## src/rtl/mem_burst_ctrl.sv

```systemverilog
// ---------------------------------------------------------------------------
// mem_burst_ctrl
//
// Burst initiator for a single-port synchronous RAM that has separate read
// and write address ports and a one-cycle registered read data output.
// A client hands over burst commands (start address, length, direction) on a
// valid/ready channel. Write bursts consume a data stream and write it to
// consecutive addresses. Read bursts fetch consecutive words and deliver them
// on an output stream with backpressure. Addresses wrap from DEPTH-1 to 0.
//
// Optional feature macro: CLEAR_CMD_EN
//   When defined, adds the CMD_CLEAR input and a CLEAR state that pulses
//   MEM_CS/MEM_RESET for one cycle to clear the RAM. When undefined,
//   MEM_RESET is tied low and there is no CMD_CLEAR port.
//
// Ports:
//   CLK, RESET          clock (rising edge), asynchronous active-high reset
//   CMD_VALID/READY     command handshake
//   CMD_WRITE           1 = write burst, 0 = read burst
//   CMD_ADDR, CMD_LEN   burst start address, length in words (0..DEPTH)
//   CMD_CLEAR           (CLEAR_CMD_EN only) clear-the-RAM command
//   WR_VALID/READY/DATA write data stream into the controller
//   RD_VALID/READY/DATA read data stream out of the controller
//   DONE                one-cycle pulse when a burst completes
//   BUSY                high whenever the controller is not idle
//   MEM_*               RAM pins: CS, RE, WE, WADDR, RADDR, WDATA, RDATA, RESET
// ---------------------------------------------------------------------------
module mem_burst_ctrl #(
  parameter int WIDTH = 8,
  parameter int DEPTH = 8,
  localparam int AW = (DEPTH > 1) ? $clog2(DEPTH) : 1
) (
  input  logic             CLK,
  input  logic             RESET,
  input  logic             CMD_VALID,
  output logic             CMD_READY,
  input  logic             CMD_WRITE,
  input  logic [AW-1:0]    CMD_ADDR,
  input  logic [AW:0]      CMD_LEN,
`ifdef CLEAR_CMD_EN
  input  logic             CMD_CLEAR,
`endif
  input  logic             WR_VALID,
  output logic             WR_READY,
  input  logic [WIDTH-1:0] WR_DATA,
  output logic             RD_VALID,
  input  logic             RD_READY,
  output logic [WIDTH-1:0] RD_DATA,
  output logic             DONE,
  output logic             BUSY,
  output logic             MEM_CS,
  output logic             MEM_RE,
  output logic             MEM_WE,
  output logic [AW-1:0]    MEM_WADDR,
  output logic [AW-1:0]    MEM_RADDR,
  output logic [WIDTH-1:0] MEM_WDATA,
  input  logic [WIDTH-1:0] MEM_RDATA,
  output logic             MEM_RESET
);

  typedef enum logic [2:0] {
    IDLE,
    WRITE,
    READ,
    DRAIN,
    FINISH
`ifdef CLEAR_CMD_EN
    , CLEAR
`endif
  } state_t;

  localparam logic [AW-1:0] LAST_ADDR = AW'(DEPTH - 1);
  localparam logic [AW:0]   DEPTH_LEN = (AW + 1)'(DEPTH);

  state_t        state;
  logic [AW-1:0] cur_addr;
  logic [AW:0]   remaining;
  logic          rd_pending;   // a fetched word is (or will next cycle be) on MEM_RDATA

  logic          wr_fire;
  logic          rd_issue;
  logic          rd_accept;
  logic          clr_active;
  logic [AW-1:0] start_addr;
  logic [AW:0]   len_clamped;
  logic [AW-1:0] addr_inc;
  state_t        accept_state;

  // Wrap explicitly at DEPTH-1 so non-power-of-two depths stay in range.
  assign addr_inc = (cur_addr == LAST_ADDR) ? '0 : cur_addr + AW'(1);

  // An out-of-range start address (only possible for non-power-of-two
  // DEPTH) folds back into the RAM rather than addressing missing words.
  assign start_addr  = (CMD_ADDR > LAST_ADDR) ? CMD_ADDR - AW'(DEPTH) : CMD_ADDR;
  assign len_clamped = (CMD_LEN > DEPTH_LEN) ? DEPTH_LEN : CMD_LEN;

  always_comb begin
    if (len_clamped == '0) begin
      accept_state = FINISH;
    end else if (CMD_WRITE) begin
      accept_state = WRITE;
    end else begin
      accept_state = READ;
    end
`ifdef CLEAR_CMD_EN
    if (CMD_CLEAR) begin
      accept_state = CLEAR;
    end
`endif
  end

  assign wr_fire   = (state == WRITE) && WR_VALID;
  // A new fetch may overwrite the RAM output register only once the word
  // currently presented has been taken (or none is presented).
  assign rd_issue  = (state == READ) && (!rd_pending || RD_READY);
  assign rd_accept = rd_pending && RD_READY;

`ifdef CLEAR_CMD_EN
  assign clr_active = (state == CLEAR);
`else
  assign clr_active = 1'b0;
`endif

  always_ff @(posedge CLK or posedge RESET) begin
    if (RESET) begin
      state      <= IDLE;
      cur_addr   <= '0;
      remaining  <= '0;
      rd_pending <= 1'b0;
    end else begin
      case (state)
        IDLE: begin
          if (CMD_VALID) begin
            cur_addr  <= start_addr;
            remaining <= len_clamped;
            state     <= accept_state;
          end
        end
        WRITE: begin
          if (wr_fire) begin
            cur_addr  <= addr_inc;
            remaining <= remaining - 1'b1;
            if (remaining == (AW + 1)'(1)) begin
              state <= FINISH;
            end
          end
        end
        READ: begin
          if (rd_issue) begin
            rd_pending <= 1'b1;
            cur_addr   <= addr_inc;
            remaining  <= remaining - 1'b1;
            if (remaining == (AW + 1)'(1)) begin
              state <= DRAIN;
            end
          end else if (rd_accept) begin
            rd_pending <= 1'b0;
          end
        end
        DRAIN: begin
          if (!rd_pending || RD_READY) begin
            rd_pending <= 1'b0;
            state      <= FINISH;
          end
        end
        FINISH: begin
          state <= IDLE;
        end
`ifdef CLEAR_CMD_EN
        CLEAR: begin
          state <= FINISH;
        end
`endif
        default: begin
          state <= IDLE;
        end
      endcase
    end
  end

  // Handshake/status outputs decode straight from the state register.
  assign CMD_READY = (state == IDLE);
  assign WR_READY  = (state == WRITE);
  assign BUSY      = (state != IDLE);
  assign DONE      = (state == FINISH);
  assign RD_VALID  = rd_pending;
  // The RAM output register holds its word until the next read enable,
  // so a pass-through is stable under backpressure.
  assign RD_DATA   = MEM_RDATA;

  assign MEM_WE    = wr_fire;
  assign MEM_RE    = rd_issue;
  assign MEM_RESET = clr_active;
  assign MEM_CS    = wr_fire | rd_issue | clr_active;
  assign MEM_WADDR = wr_fire  ? cur_addr : '0;
  assign MEM_RADDR = rd_issue ? cur_addr : '0;
  assign MEM_WDATA = wr_fire  ? WR_DATA  : '0;

endmodule
```

## config.mk

```make
export PLATFORM = sky130hd
export DESIGN_NAME = mem_burst_ctrl
export DESIGN_NICKNAME = d
export VERILOG_FILES = /design/src/rtl/mem_burst_ctrl.sv
export SDC_FILE = /design/constraint.sdc
export NUM_CORES = 1
export LEC_CHECK = 0
export BUFFER_PORTS_ARGS = -buffer_cell sky130_fd_sc_hd__buf_2
export CORE_MARGIN = 2
export CORE_UTILIZATION = 40
export DETAILED_ROUTE_END_ITERATION = 8
export PLACE_DENSITY = 0.75
export SLEW_MARGIN = 20
export SYNTH_ARGS = -nofsm -noshare
export SYNTH_HDL_FRONTEND = slang
export SYNTH_SLANG_ARGS = --single-unit
export TNS_END_PERCENT = 20
```

## constraint.sdc

```tcl
create_clock -name CLK -period 2.03 [get_ports CLK]
set_input_delay 0.203 -clock CLK [delete_from_list [all_inputs] [get_ports CLK]]
set_output_delay 0.203 -clock CLK [all_outputs]
set_load 0.01 [all_outputs]
```

# Word-level counts from Yosys, hierarchy flattened

Cells that the tools add are included.

Bits in latches: 0
Output and inout bits: 31
RAM bits: 0
Memories: 0
Register bits after elaboration: 11
Memory bits (read-only): 0
Logic and storage cells: 60
Input bits: 29

Bitwise logic cells: 1
Multiply operators: 0
Shift operators: 0
Reductions and logical operators: 13
Order comparisons: 1
Mux-type cells: 26
Div/mod/pow operators: 0
Equal/unequal tests: 13
$add $sub $neg: 2

Operator list:

| operator            | number |
|---|---|
| $mux 3              | 13 |
| $mux 4              | 4 |
| $pmux 3 s4          | 1 |
| $pmux 4 s3          | 1 |
| $pmux 3 s3          | 1 |
| $mux 8              | 1 |
| $eq 3x2->1 const B  | 2 |
| $eq 3x3->1 const B  | 2 |
| $ne 2x1->1 const B  | 3 |
| $ne 2x2->1 const B  | 3 |
| $reduce_and 6->1    | 1 |
| $reduce_bool 3->1   | 2 |
| $eq 4x1->1 const B  | 1 |
| $gt 4x4->1 const B  | 1 |
| $logic_not 4->1     | 1 |
| $reduce_and 4->1    | 1 |
| $sub 4x1->4 const B | 1 |
| $add 3x1->3 const B | 1 |
| $eq 3x1->1 const B  | 1 |
| $logic_and 1x1->1   | 3 |
| $logic_not 3->1     | 1 |
| $mux 1              | 3 |
| $ne 3x3->1 const B  | 1 |
| $reduce_and 3->1    | 1 |
| 6 further kinds     | 6 |

# Depth between registers and ports, before layout

Gate-level depths: netlist (run 1).

Word-level depth: 6
Depth in mapped cells: 6
Mapped depth without buffers: 6

# Worst setup path after synthesis (run 1)

No wires, ideal clock.

Kind: reg2reg
From: reg remaining[1]
To: reg state[0]
Required time: 1910 ps
Clock period less this slack: 1593 ps
Path slack: 437 ps
Cell stages (with the launch flop): 7
Path buffers: 0
Setup time: 120 ps
Arrival: 1473 ps
Cells stage by stage: dfrtp_1 > inv_1 > ha_1 > nor3b_2 > or3b_1 > and4b_1 > a31o_1

Longest elaborated chain between the ends: 3
Elaborated cells on any way between the ends: 4
Those cells by class: 3 x eq/ne; 1 x reduce/logical

RTL lines:

| item                         | line     | source |
|---|---|---|
| from (decl)                  | 77       | `logic [AW:0] remaining;` |
| from (signal assigned)       | 135      | `remaining <= len_clamped;` |
| from (signal assigned)       | 142      | `remaining <= remaining - 1'b1;` |
| from (signal assigned)       | 152      | `remaining <= remaining - 1'b1;` |
| $eq 4x1->1 *                 | 143, 153 |  |
| $ne 2x1->1 (no line)         | --       |  |
| $reduce_and 6->1 (no line) * | --       |  |
| to (signal assigned)         | 136      | `state <= accept_state;` |
| to (decl)                    | 75       | `state_t state;` |

Mark *: on every way between the ends. The rest lies on a longest branch, timed or not.
A chain may end at the register's enable or synchronous reset.

# Worst setup path after layout (run 1)

From: reg state[2]
To: out MEM_CS

Longest elaborated chain between the ends: 3
Elaborated cells on any way between the ends: 5
Those cells by class: 2 x eq/ne; 1 x bitwise; 2 x reduce/logical

RTL lines:

| item                                            | line     | source |
|---|---|---|
| $eq 3x1->1 / $eq 3x2->1 (equally long branches) | 112, 115 |  |
| $logic_and 1x1->1 (on tied branches)            | 112, 115 |  |
| $or 1x1->1 *                                    | 194      | `assign MEM_CS = wr_fire \| rd_issue \| clr_active;` |
| to (decl)                                       | 51       | `output logic MEM_CS,` |

Marks and branches as above.

==> results, run 1 <==
- The number of I/O pins is 60.
- The tool flagged a number of max-cap violations equal to 0.
- In the final layout, the share of cells above drive strength 1 is 0.424.
- The share of the Yosys chip area taken by registers is 0.274.
- The post-detailed-route wirelength per cell is 13.1 um.
- The post-place setup slack is approximately 0.3 ns.
- The number of levels the H-tree was split into is 1.
- After global routing, the most crowded layer is met2.
- The design draws 1950 uW.
- The run finished with clean final reports.
- The total routing resource utilization after global routing is 0.170.
- Counting flops with a built-in enable in the synthesized netlist gives 0.
- The floorplan die height is 54.1 um.
- CTS saw 11 sinks.
- The deepest clock path buffer count is 2.
- The weighted congestion at the end of routability-driven global placement is 0.851.
- The first-pass GRT wire length is 3540 um.
- The switching power is a little under 900 uW.
- For this run, global-route usage on met3 was measured as 0.0361.
- Row generation in the floorplan step produced 18 rows.
- In the final design database the tool counted 178 nets.
- The later pin in the worst-skew pair is clocked with a latency of 0.27 ns.
- The most instantiated flip-flop cell in the synthesis netlist is sky130_fd_sc_hd__dfrtp_1.
- The area taken by multi-input logic gates is 611 sq um.
- From synthesis to final layout, the design area changed by 19.6%.
- The clock network fraction of total power is 0.079.
- The total grt overflow is 0.
- Traced cell by cell, the critical path runs through nor2_1 > and3_1 > or2_2 > buf_2.
- The critical path's largest stage delay is 0.61 ns.
- The count of nets left with antenna violations once routing finished came out at 0.
- For the final routed database, the setup TNS stands at 0 ns.
- The wire length after detailed routing is 2270 um.
- Registers take 277 sq um.
- The proportion of register bits with asynchronous set or reset after synthesis is 1.00.
- The region available for standard cell placement spans 0.00243 sq mm.
- The die extent in x is 54.1 um.
- For this run, global-route usage on met1 was measured as 0.189.
- The routed layout has approximately 910 vias.
- By area the synthesized netlist is led by sky130_fd_sc_hd__dfrtp_1 27%, sky130_fd_sc_hd__and3_1 7.5%, sky130_fd_sc_hd__buf_4 6.7%.
- The number of global-route vias before repair is 822.
- The tree is rooted in a sky130_fd_sc_hd__clkbuf_4.
- The final hold slack is 0.249 ns.
- The finished cells cover approximately 0.0012 sq mm.
- The required time of the worst setup path is 1.83 ns.
- Internal power comes to 1080 uW.
- The number of filler cells placed in the layout is 226.
- The instance area at placement is 0.00116 sq mm.
- STA classifies the critical path startpoint as a register.
- The number of setup buffers added after CTS is 0.
- The total power divided by cell area is 1630 mW/mm^2.
- On the final layout, the worst clock skew is about 0.0038 ns.
- The die covers 0.00293 sq mm.
- Of all nets on the critical path, the largest fanout is 14.
- The element type at the critical path end is an output port.
- The number of register bits inferred by synthesis is 11.
- The final count of hold timing violations is 0.
- The worst path meets setup with 0.118 ns of slack.
- The fraction of post-synthesis cell area in the top cell type by area is 0.274.
- The pin count of the biggest net entering global routing is 16.
- In this run the tool buffered the top-level ports with between 40 and 50 buffer cells.
- The number of buffers and inverters on the critical path is 1.
- The largest individual stage delay along the critical path comes from the cell sky130_fd_sc_hd__dfrtp_1.
- The worst setup path is of the reg -> out kind.
- The minimum period implied by the final worst setup slack is 1.91 ns.
- The data arrival at the endpoint of the critical path is 1.71 ns.
- The path class of the tightest hold or removal check is in -> reg.
- The number of max-slew violations in the final report is 0.
- A synthesized cell averages 9.13 sq um.
- Counting every net in the synthesized netlist gives 143.
- The violation count after the first detailed-routing iteration is 14.
- Setup repair after global routing left no endpoint under its margin.
- The final clock period utilization by the worst path is 0.942.
- The Yosys step of the flow raised 0 warnings.
- Summed over all nets, the half-perimeter wirelength after detailed placement is 1840 um.
- The DRC violation count after routing is 0.
- The number of cells produced by synthesis is 110.
- The pre-antenna-repair detailed-routing pass consisted of 4 iterations.
- The library cell with the largest summed area after synthesis is sky130_fd_sc_hd__dfrtp_1.
- The initial utilization of the core area, before any placement, comes to 0.413.
- The initial antenna violation count is 0.
- The total of endpoints with negative setup slack in the final report is 0.
- The logic gate share of total power is 0.653.
- The number of antenna diodes in the final layout is 0.
- Using the TritonRoute via totals, the vias-per-cell ratio works out to 5.21.
- The maximum clock frequency is 523 MHz.
- Of the total power, the share spent switching nets is 0.445.
- The synthesized netlist contains 40 unique library cells.
- Clock tree synthesis inserted a total of 3 buffers.
- The family with the most delay on the worst path is simple AND/OR/NAND/NOR gates.
- The met2 demand-to-capacity share in global routing is 0.321.
- The CTS tree is built.
- IR analysis of the VDD net gives a maximum drop of ~0.80 mV.
- After synthesis the cells add up to 0.00100 sq mm.
- Clock-pin slew was measured on the worst setup and hold paths at ~0.070 ns.
- The leakage power is 0.000674 uW.
- Of the total power, registers draw 0.268.
logic make-up after synthesis:
kind of cell             synth area share
adder cells (fa/ha/maj)            0.0498
XOR/XNOR                           0.0162
multiplexers                        0.133
other                             0.00373
buffers and inverters               0.118
AO/OA/AOI/OAI                       0.105
AND/OR/NAND/NOR                     0.300
flip-flops                          0.274
cells in the final DEF, fill, tap and decap left out, types with 3 or more instances in the layout:
cell type                  netlist  routed
sky130_fd_sc_hd__nand2b_1        4       4
sky130_fd_sc_hd__o21ai_0         3       3
sky130_fd_sc_hd__nand2_1         6       6
sky130_fd_sc_hd__mux2i_1         4       4
sky130_fd_sc_hd__dfrtp_1        11      10
sky130_fd_sc_hd__buf_2           2      42
sky130_fd_sc_hd__mux2_1          3       3
sky130_fd_sc_hd__and3_1         12      12
sky130_fd_sc_hd__clkbuf_4        0       3
sky130_fd_sc_hd__ha_1            4       4
sky130_fd_sc_hd__and2_1          4       4
sky130_fd_sc_hd__mux2_4          4       4
sky130_fd_sc_hd__nor3_1          6       6
sky130_fd_sc_hd__inv_1           5       5
worst register-to-register path, delay by kind of cell, from the launching register on:
kind / cells / cell delay [ns]
XOR/XNOR: 1 / 0.19
flip-flops: 1 / 0.62
multiplexers: 2 / 0.60
AND/OR/NAND/NOR: 1 / 0.22
final timing paths:
kind | startpoint | depth (start not counted) | slack, ns | end
hold reg to reg | RD_VALID | 2 | 0.55 | RD_VALID
min in group asynchronous | RESET | 3 | 0.47 | cur_addr[2]
setup / recovery | state[2] | 4 | 0.12 | MEM_CS
hold / removal | RD_READY | 4 | 0.25 | RD_VALID
max in group asynchronous | RESET | 3 | 1.23 | state[0]
setup reg to reg | state[1] | 4 | 0.29 | cur_addr[2]
power groups by stage:
stage                     clock network, uW  registers, uW  logic, uW
after global placement                    0            517       1220
after floorplan                           0            444       1070
after detailed placement                  0            523       1290
after CTS                               158            519       1290
after global routing                    171            549       1410
final                                   155            523       1270
area by class of cell:
class / count / share of cell area
clock buffer: 4 / 0.0219
inverter: 6 / 0.0188
multi-input combinational: 79 / 0.508
sequential: 11 / 0.230
tap: 30 / 0.0313
timing repair buffer: 44 / 0.190
registers in the layout (all words and copies together) (netlist names):
register and flops:
remaining 4, RD_VALID 1, cur_addr 3, state 3
per-layer routing:
layer,wire [um],vias up
li1,-,450
met1,902,412
met2,1140,41
met3,216,4
met4,15,0
met5,0,-
cell usage after synthesis, drive strengths merged, types with 2 or more instances:
master,instances
and3,12
buf,12
dfrtp,11
mux2,7
inv,6
nand2,6
nor3,6
and2,4
ha,4
mux2i,4
nand2b,4
nor2,3
o21ai,3
a21o,2
a21oi,2
a2bb2oi,2
clkbuf,2
nand3,2
nor2b,2
nor3b,2
or2,2
metrics by stage:
| step | instances | utilization |
|---|---|---|
| global placement | 169 | 0.478 |
| global route | 174 | 0.494 |
| CTS | 174 | 0.493 |
| floorplan | 110 | - |
| finish | 174 | 0.494 |
| detailed placement | 169 | 0.478 |
repair_timing:
item	4_1_cts	5_1_grt
endpoints found under the setup margin	0	5
resized for setup	0	1
hold buffers	1	0
endpoints found under the hold margin	11	0
No activity file was read; power rests on OpenSTA's default activity.
==> inputs of run 2 (changes only) <==
- CTS_CLUSTER_SIZE: not set -> 30
- clock period: 2.03 -> 2.4 ns (I/O delays scaled with it)
==> run 2 against run 1 <==
Against the previous run: critical path depth increased by 1; sequential share of layout area decreased by 0.080 points; combinational power shrank 17%; power shrank 16%; clock skew about the same; flip-flop and latch count stayed put; register-to-register slack improved by 0.35 ns; non-clock buffer count unchanged; sequential power is 14% lower; final cell count did not move; worst hold slack improved by 0.044 ns; utilization decreased by 0.051 points.
==> results, run 2 (synthesis gave the netlist of run 1 again) <==
- Run status: completed (unchanged).
- The number of vias in the routed layout was 909 (was 907).
- The count of port buffers added during placement came to 42 (unchanged).
- The initial antenna violation count is 0 (unchanged).
- The number of I/O pins was 60 (unchanged).
- The total grt overflow was 0 (unchanged).
- The worst vdd rail ir drop is 0.638 mV (was 0.802 mV).
- The number of setup buffers added after CTS is 0 (unchanged).
- Unrepaired setup endpoints after global routing: no (unchanged).
- The floorplan die height is 54.1 um (unchanged).
- The post-detailed-route wirelength per cell is 12.9 um (was 13.1 um).
- The layout cell share with drive strength beyond 1 is 0.417 (was 0.424).
- The final worst clock skew is 0.00394 ns (was 0.00383 ns).
- The largest register by flop count is remaining (unchanged).
- The most common cell after layout, fill and taps aside is sky130_fd_sc_hd__buf_2 (unchanged).
- The worst-path maximum fanout was 14 (unchanged).
- The DRC violation count after routing is 0 (unchanged).
- The post-route antenna net violation count was 0 (unchanged).
- The CTS tree is built (unchanged).
- The final clock period utilization by the worst path is 0.846.
- The total power divided by cell area is 1360 mW/mm^2 (was 1630 mW/mm^2).
- The total number of nets in the final design is 178 (unchanged).
- The deepest clock path buffer count was 2 (unchanged).
- The flip-flop count of the largest register after layout is 4 (unchanged).
- The number of levels the H-tree was split into was 1 (unchanged).
- The path type of the worst min-delay path is in -> reg (unchanged).
- The total routing resource utilization after global routing is 0.167 (was 0.170).
- The detailed-router iteration count before antenna repair is 4 (unchanged).
- The clock latency reported for the late side of the worst-skew pair is 0.27 ns (about the same).
- The number of global-route vias before repair is 814 (was 822).
- The floorplan core area was 0.00243 sq mm (unchanged).
- The worst-case register-to-register setup slack was 0.64 ns (was 0.29 ns).
- The data arrival at the endpoint of the critical path is 1.79 ns (was 1.71 ns).
- The wire length on met3 was 210 um (was 216 um).
- The max-capacitance violation count is 0 (unchanged).
- The first-pass GRT wire length is 3510 um (was 3540 um).
- The layout overhead on the synthesized area is 19.4% (was 19.6%).
- The final setup TNS is 0 ns (unchanged).
- The total power consumption of the routed design came to 1640 uW (was 1950 uW).
- The required time of the worst setup path is 2.16 ns (was 1.83 ns).
- The library cell used as clock root buffer is sky130_fd_sc_hd__clkbuf_4 (unchanged).
- The number of filler cells placed in the layout is 243 (was 226).
- The category of the critical setup timing path is reg -> out (unchanged).
- The violation count after the first detailed-routing iteration is 9 (was 14).
- Highest-count cells in the layout ignoring fill and taps: 42 x sky130_fd_sc_hd__buf_2, 12 x sky130_fd_sc_hd__and3_1, 11 x sky130_fd_sc_hd__dfrtp_1, 6 x sky130_fd_sc_hd__nand2_1, 6 x sky130_fd_sc_hd__nor3_1 (was 42 x sky130_fd_sc_hd__buf_2, 12 x sky130_fd_sc_hd__and3_1, 10 x sky130_fd_sc_hd__dfrtp_1, 6 x sky130_fd_sc_hd__nand2_1, 6 x sky130_fd_sc_hd__nor3_1).
- The final antenna diode count is 0 (unchanged).
- The element type at the critical path end is an output port (unchanged).
- The launching element type of the critical path is a register (unchanged).
- The wire length after detailed routing is 2240 um (was 2270 um).
- The minimum period implied by the final worst setup slack is 2.03 ns.
- The pin count of the biggest net entering global routing is 16 (unchanged).
- The clock sink total was 11 (unchanged).
- The die extent in x came to 54.1 um (unchanged).
- The overall die area was 0.00293 sq mm (unchanged).
- Top flop regs: remaining (4), cur_addr (3), state (3) (unchanged).
- The leakage power is 0.000675 uW (was 0.000674 uW).
- The number of max-slew violations in the final report was 0 (unchanged).
- The detailed-routing wirelength on met1 is 905 um (was 902 um).
- Derived from the worst setup path, the maximum achievable clock frequency is about 490 MHz.
- The final count of hold timing violations is 0 (unchanged).
- The total of endpoints with negative setup slack in the final report is 0 (unchanged).
- The half-perimeter wire length after detailed placement was 1820 um (was 1840 um).
- The top layer used by detailed routing is met4 (unchanged).
- The number of placement rows is 18 (unchanged).
- The met2 wire length is 1110 um (was 1140 um).
- The initial core utilization is 0.413 (unchanged).
- The clock-pin slew on the worst setup and hold paths is 0.07 ns (about the same).
- The routed via count divided by cell count is 5.22 (was 5.21).
- The CTS buffer count is 3 (unchanged).
- The weighted congestion at the end of routability-driven global placement is 0.822 (was 0.851).
run 2: cell counts in the layout (fill, tap and decap cells not counted):
No cell type changed its count.
run 2: final timing paths:
| check | depth (start not counted) | from | endpoint |
|---|---|---|---|
| min in group asynchronous | 3 | RESET | state[0] |
| min | 4 | RD_READY | RD_VALID |
| max | 5 | state[2] | MEM_CS |
| max reg2reg | 4 | state[1] | cur_addr[2] |
| max in group asynchronous | 3 | RESET | remaining[1] |
| min reg2reg | 2 | RD_VALID | RD_VALID |
run 2: worst max-delay path, cell delays in order (launching register included):
cell and delay [ns]:
sky130_fd_sc_hd__dfrtp_1 0.62, sky130_fd_sc_hd__nor3_1 0.13, sky130_fd_sc_hd__buf_4 0.19, sky130_fd_sc_hd__and2_1 0.16, sky130_fd_sc_hd__or2_2 0.28, sky130_fd_sc_hd__buf_2 0.14
run 2: final cells by class:
| cell class | count | area [sq um] | area share |
|---|---|---|---|
| tap | 30 | 37.5 | 0.0313 |
| timing repair buffer | 44 | 228 | 0.190 |
| multi-input combinational | 79 | 611 | 0.509 |
| sequential | 11 | 275 | 0.229 |
| inverter | 6 | 22.5 | 0.0188 |
| clock buffer | 4 | 26.3 | 0.0219 |
run 2: metrics by stage:
stage,setup slack (ns),hold WS [ns],instances,utilization,area (sq um)
detailed placement,0.636,0.256,169,0.478,1160
global placement,0.692,0.260,169,0.478,1160
finish,0.370,0.292,174,0.493,1200
global route,0.225,0.315,174,0.493,1200
floorplan,0.807,0.0924,110,-,1000
CTS,0.366,0.290,174,0.493,1200
run 2: report_power, final:
group / internal, uW / total [uW] / switching [uW]
logic: 560 / 1060 / 501
clock network: 64.4 / 127 / 63.1
registers: 285 / 448 / 163
total: 909 / 1640 / 727
run 2: metal layers:
| metal | vias up | GRT usage |
|---|---|---|
| met3 | 4 | 0.0250 |
| met2 | 42 | 0.309 |
| met5 | - | 0 |
| met4 | 0 | 0.0583 |
| met1 | 416 | 0.192 |
| li1 | 447 | - |
run 2: repair_timing:
item,CTS,global route
hold buffers,1,0
hold endpoints to repair,11,0
gates resized for setup,0,0
==> inputs of run 3 (changes only) <==
- clock period: 2.4 -> 1.9 ns (I/O delays scaled with it)
==> run 3 against run 2 <==
Against the previous run: setup slack lost 0.25 ns; register-to-register slack worse by 0.50 ns; highest routed layer unchanged; die area is the same; utilization increased by 0.77 points; wire length up 7.7%.
==> results, run 3 (synthesis gave the netlist of run 1 again) <==
- The layout cell share with drive strength beyond 1 is 0.445 (was 0.417).
- The floorplan core area was 0.00243 sq mm (unchanged).
- The clock sink total is 11 (unchanged).
- The library cell used as clock root buffer is sky130_fd_sc_hd__clkbuf_4 (unchanged).
- The violation count after the first detailed-routing iteration came to 21 (was 9).
- The required time of the worst setup path was 1.71 ns (was 2.16 ns).
- The largest register by flop count is remaining (unchanged).
- The number of vias in the routed layout is 943 (was 909).
- The most common cell after layout, fill and taps aside was sky130_fd_sc_hd__buf_2 (unchanged).
- The total routing resource utilization after global routing is 0.179 (was 0.167).
- The max-capacitance violation count is 0 (unchanged).
- The pin count of the biggest net entering global routing was 16 (unchanged).
- The total power consumption of the routed design is 2130 uW (was 1640 uW).
- The met1 usage in global routing is 0.214 (was 0.192).
- The CTS buffer count is 3 (unchanged).
- The maximum clock frequency is approximately 560 MHz.
- The critical-path cell with the highest stage delay is sky130_fd_sc_hd__dfrtp_2 (was sky130_fd_sc_hd__dfrtp_1).
- The element type at the critical path end is an output port (unchanged).
- The DRC violation count after routing is 0 (unchanged).
- The clock latency reported for the late side of the worst-skew pair is 0.28 ns (was 0.27 ns).
- The met2 demand-to-capacity share in global routing is 0.315 (was 0.309).
- The total of endpoints with negative setup slack in the final report is 0 (unchanged).
- The number of filler cells placed in the layout came to 240 (was 243).
- The number of max-slew violations in the final report is 0 (unchanged).
- The critical path's largest stage delay is 0.52 ns (was 0.62 ns).
- The final worst clock skew is 0.00402 ns (was 0.00394 ns).
- The number of levels the H-tree was split into is 1 (unchanged).
- The CTS tree is built (unchanged).
- The initial core utilization came to 0.413 (unchanged).
- The final count of hold timing violations is 0 (unchanged).
- The worst-path maximum fanout is 14 (unchanged).
- The leakage power is 0.000682 uW (was 0.000675 uW).
- The total number of nets in the final design is 180 (was 178).
- The instance area at placement is 0.00116 sq mm (unchanged).
- The data arrival at the endpoint of the critical path is 1.59 ns (was 1.79 ns).
- The overall die area is 0.00293 sq mm (unchanged).
- The most used routing layer in global routing is met2 (unchanged).
- The weighted congestion at the end of routability-driven global placement is 0.815 (was 0.822).
- The met3 usage in global routing is 0.0333 (was 0.0250).
- The die extent in x is 54.1 um (unchanged).
- The post-detailed-route wirelength per cell is 13.7 um (was 12.9 um).
- The routed via count divided by cell count is 5.36 (was 5.22).
- The layout overhead on the synthesized area is 21.3% (was 19.4%).
- The total grt overflow came to 0 (unchanged).
- Run status: completed (unchanged).
- The post-route antenna net violation count is 0 (unchanged).
- The launching element type of the critical path is a register (unchanged).
- The worst vdd rail ir drop came to 0.756 mV (was 0.638 mV).
- The number of placement rows came to 18 (unchanged).
- The clock-pin slew on the worst setup and hold paths is 0.08 ns (was 0.07 ns).
- The half-perimeter wire length after detailed placement is 1820 um (about the same).
- The flip-flop count of the largest register after layout is 4 (unchanged).
- The initial antenna violation count is 0 (unchanged).
- Highest-count cells in the layout ignoring fill and taps: 42 x sky130_fd_sc_hd__buf_2, 12 x sky130_fd_sc_hd__and3_1, 8 x sky130_fd_sc_hd__dfrtp_1, 6 x sky130_fd_sc_hd__nand2_1, 6 x sky130_fd_sc_hd__nor3_1 (was 42 x sky130_fd_sc_hd__buf_2, 12 x sky130_fd_sc_hd__and3_1, 11 x sky130_fd_sc_hd__dfrtp_1, 6 x sky130_fd_sc_hd__nand2_1, 6 x sky130_fd_sc_hd__nor3_1).
- Chain of cells forming the critical path: nor2_1 > and3_1 > or2_2 > buf_2 (was nor3_1 > buf_4 > and2_1 > or2_2 > buf_2).
- The count of port buffers added during placement came to 42 (unchanged).
- The final clock period utilization by the worst path is 0.935.
- The final setup TNS is 0 ns (unchanged).
- The first-pass GRT wire length came to 3760 um (was 3510 um).
- The final instance area is 0.00122 sq mm (was 0.00120 sq mm).
- The total power divided by cell area is 1750 mW/mm^2 (was 1360 mW/mm^2).
- The number of global-route vias before repair is 822 (was 814).
- Unrepaired setup endpoints after global routing: no (unchanged).
- The category of the critical setup timing path is reg -> out (unchanged).
- The final antenna diode count is 0 (unchanged).
- The number of I/O pins was 60 (unchanged).
- The path type of the worst min-delay path is in -> reg (unchanged).
- The wire length after detailed routing is 2410 um (was 2240 um).
- The floorplan die height is 54.1 um (unchanged).
- The detailed-router iteration count before antenna repair is 4 (unchanged).
- The deepest clock path buffer count is 2 (unchanged).
- Top flop regs: remaining (4), cur_addr (3), state (3) (unchanged).
- The minimum period implied by the final worst setup slack is 1.78 ns.
[run 3: power breakdown]
| part | internal, uW | leakage (uW) | switching [uW] |
|---|---|---|---|
| clock network | 81.5 | 0.0000150 | 93.5 |
| logic | 737 | 0.000540 | 665 |
| registers | 367 | 0.000127 | 184 |
| total | 1180 | 0.000682 | 943 |
[run 3: cell type report]
class	count	area, sq um	share of cell area
Tap cell	30	37.5	0.0308
Timing Repair Buffer	46	243	0.199
Multi-Input combinational cell	79	611	0.501
Inverter	6	22.5	0.0185
Clock buffer	4	26.3	0.0216
Sequential cell	11	279	0.229
[run 3: path summary, 6_finish.rpt]
| path | endpoint | slack (ns) | cells after the start | startpoint |
|---|---|---|---|---|
| min in group asynchronous | cur_addr[0] | 0.45 | 3 | RESET |
| max in group asynchronous | state[1] | 1.13 | 3 | RESET |
| min | RD_VALID | 0.21 | 4 | RD_READY |
| max reg2reg | state[0] | 0.14 | 6 | remaining[1] |
| min reg2reg | RD_VALID | 0.52 | 2 | RD_VALID |
| max | MEM_CS | 0.12 | 4 | state[2] |
[run 3: per-layer routing]
| metal | vias up | routed length [um] |
|---|---|---|
| met5 | - | 0 |
| met4 | 0 | 37 |
| met3 | 7 | 220 |
| met2 | 46 | 1180 |
| met1 | 438 | 976 |
| li1 | 452 | - |
[run 3: through the flow]
step                utilization  worst slack [ns]  instances  hold slack (ns)
global route              0.501            0.0170        176            0.222
global placement          0.478             0.217        169            0.213
detailed placement        0.478             0.163        169            0.215
CTS                       0.494            0.0838        174            0.213
finish                    0.501             0.123        176            0.210
floorplan                     -             0.307        110           0.0424
[run 3: timing repair]
item                                    4_1_cts  5_1_grt
hold buffers                                  1        0
setup buffers                                 0        2
endpoints found under the setup margin        3       11
resized for setup                             2        1
hold endpoints to repair                     11        0
[run 3: critical path: cells and delay by family, from the launching register on]
kind	cells	cell delay, ns
buffers and inverters	1	0.14
DFF	1	0.52
and+or+nand+nor	3	0.65
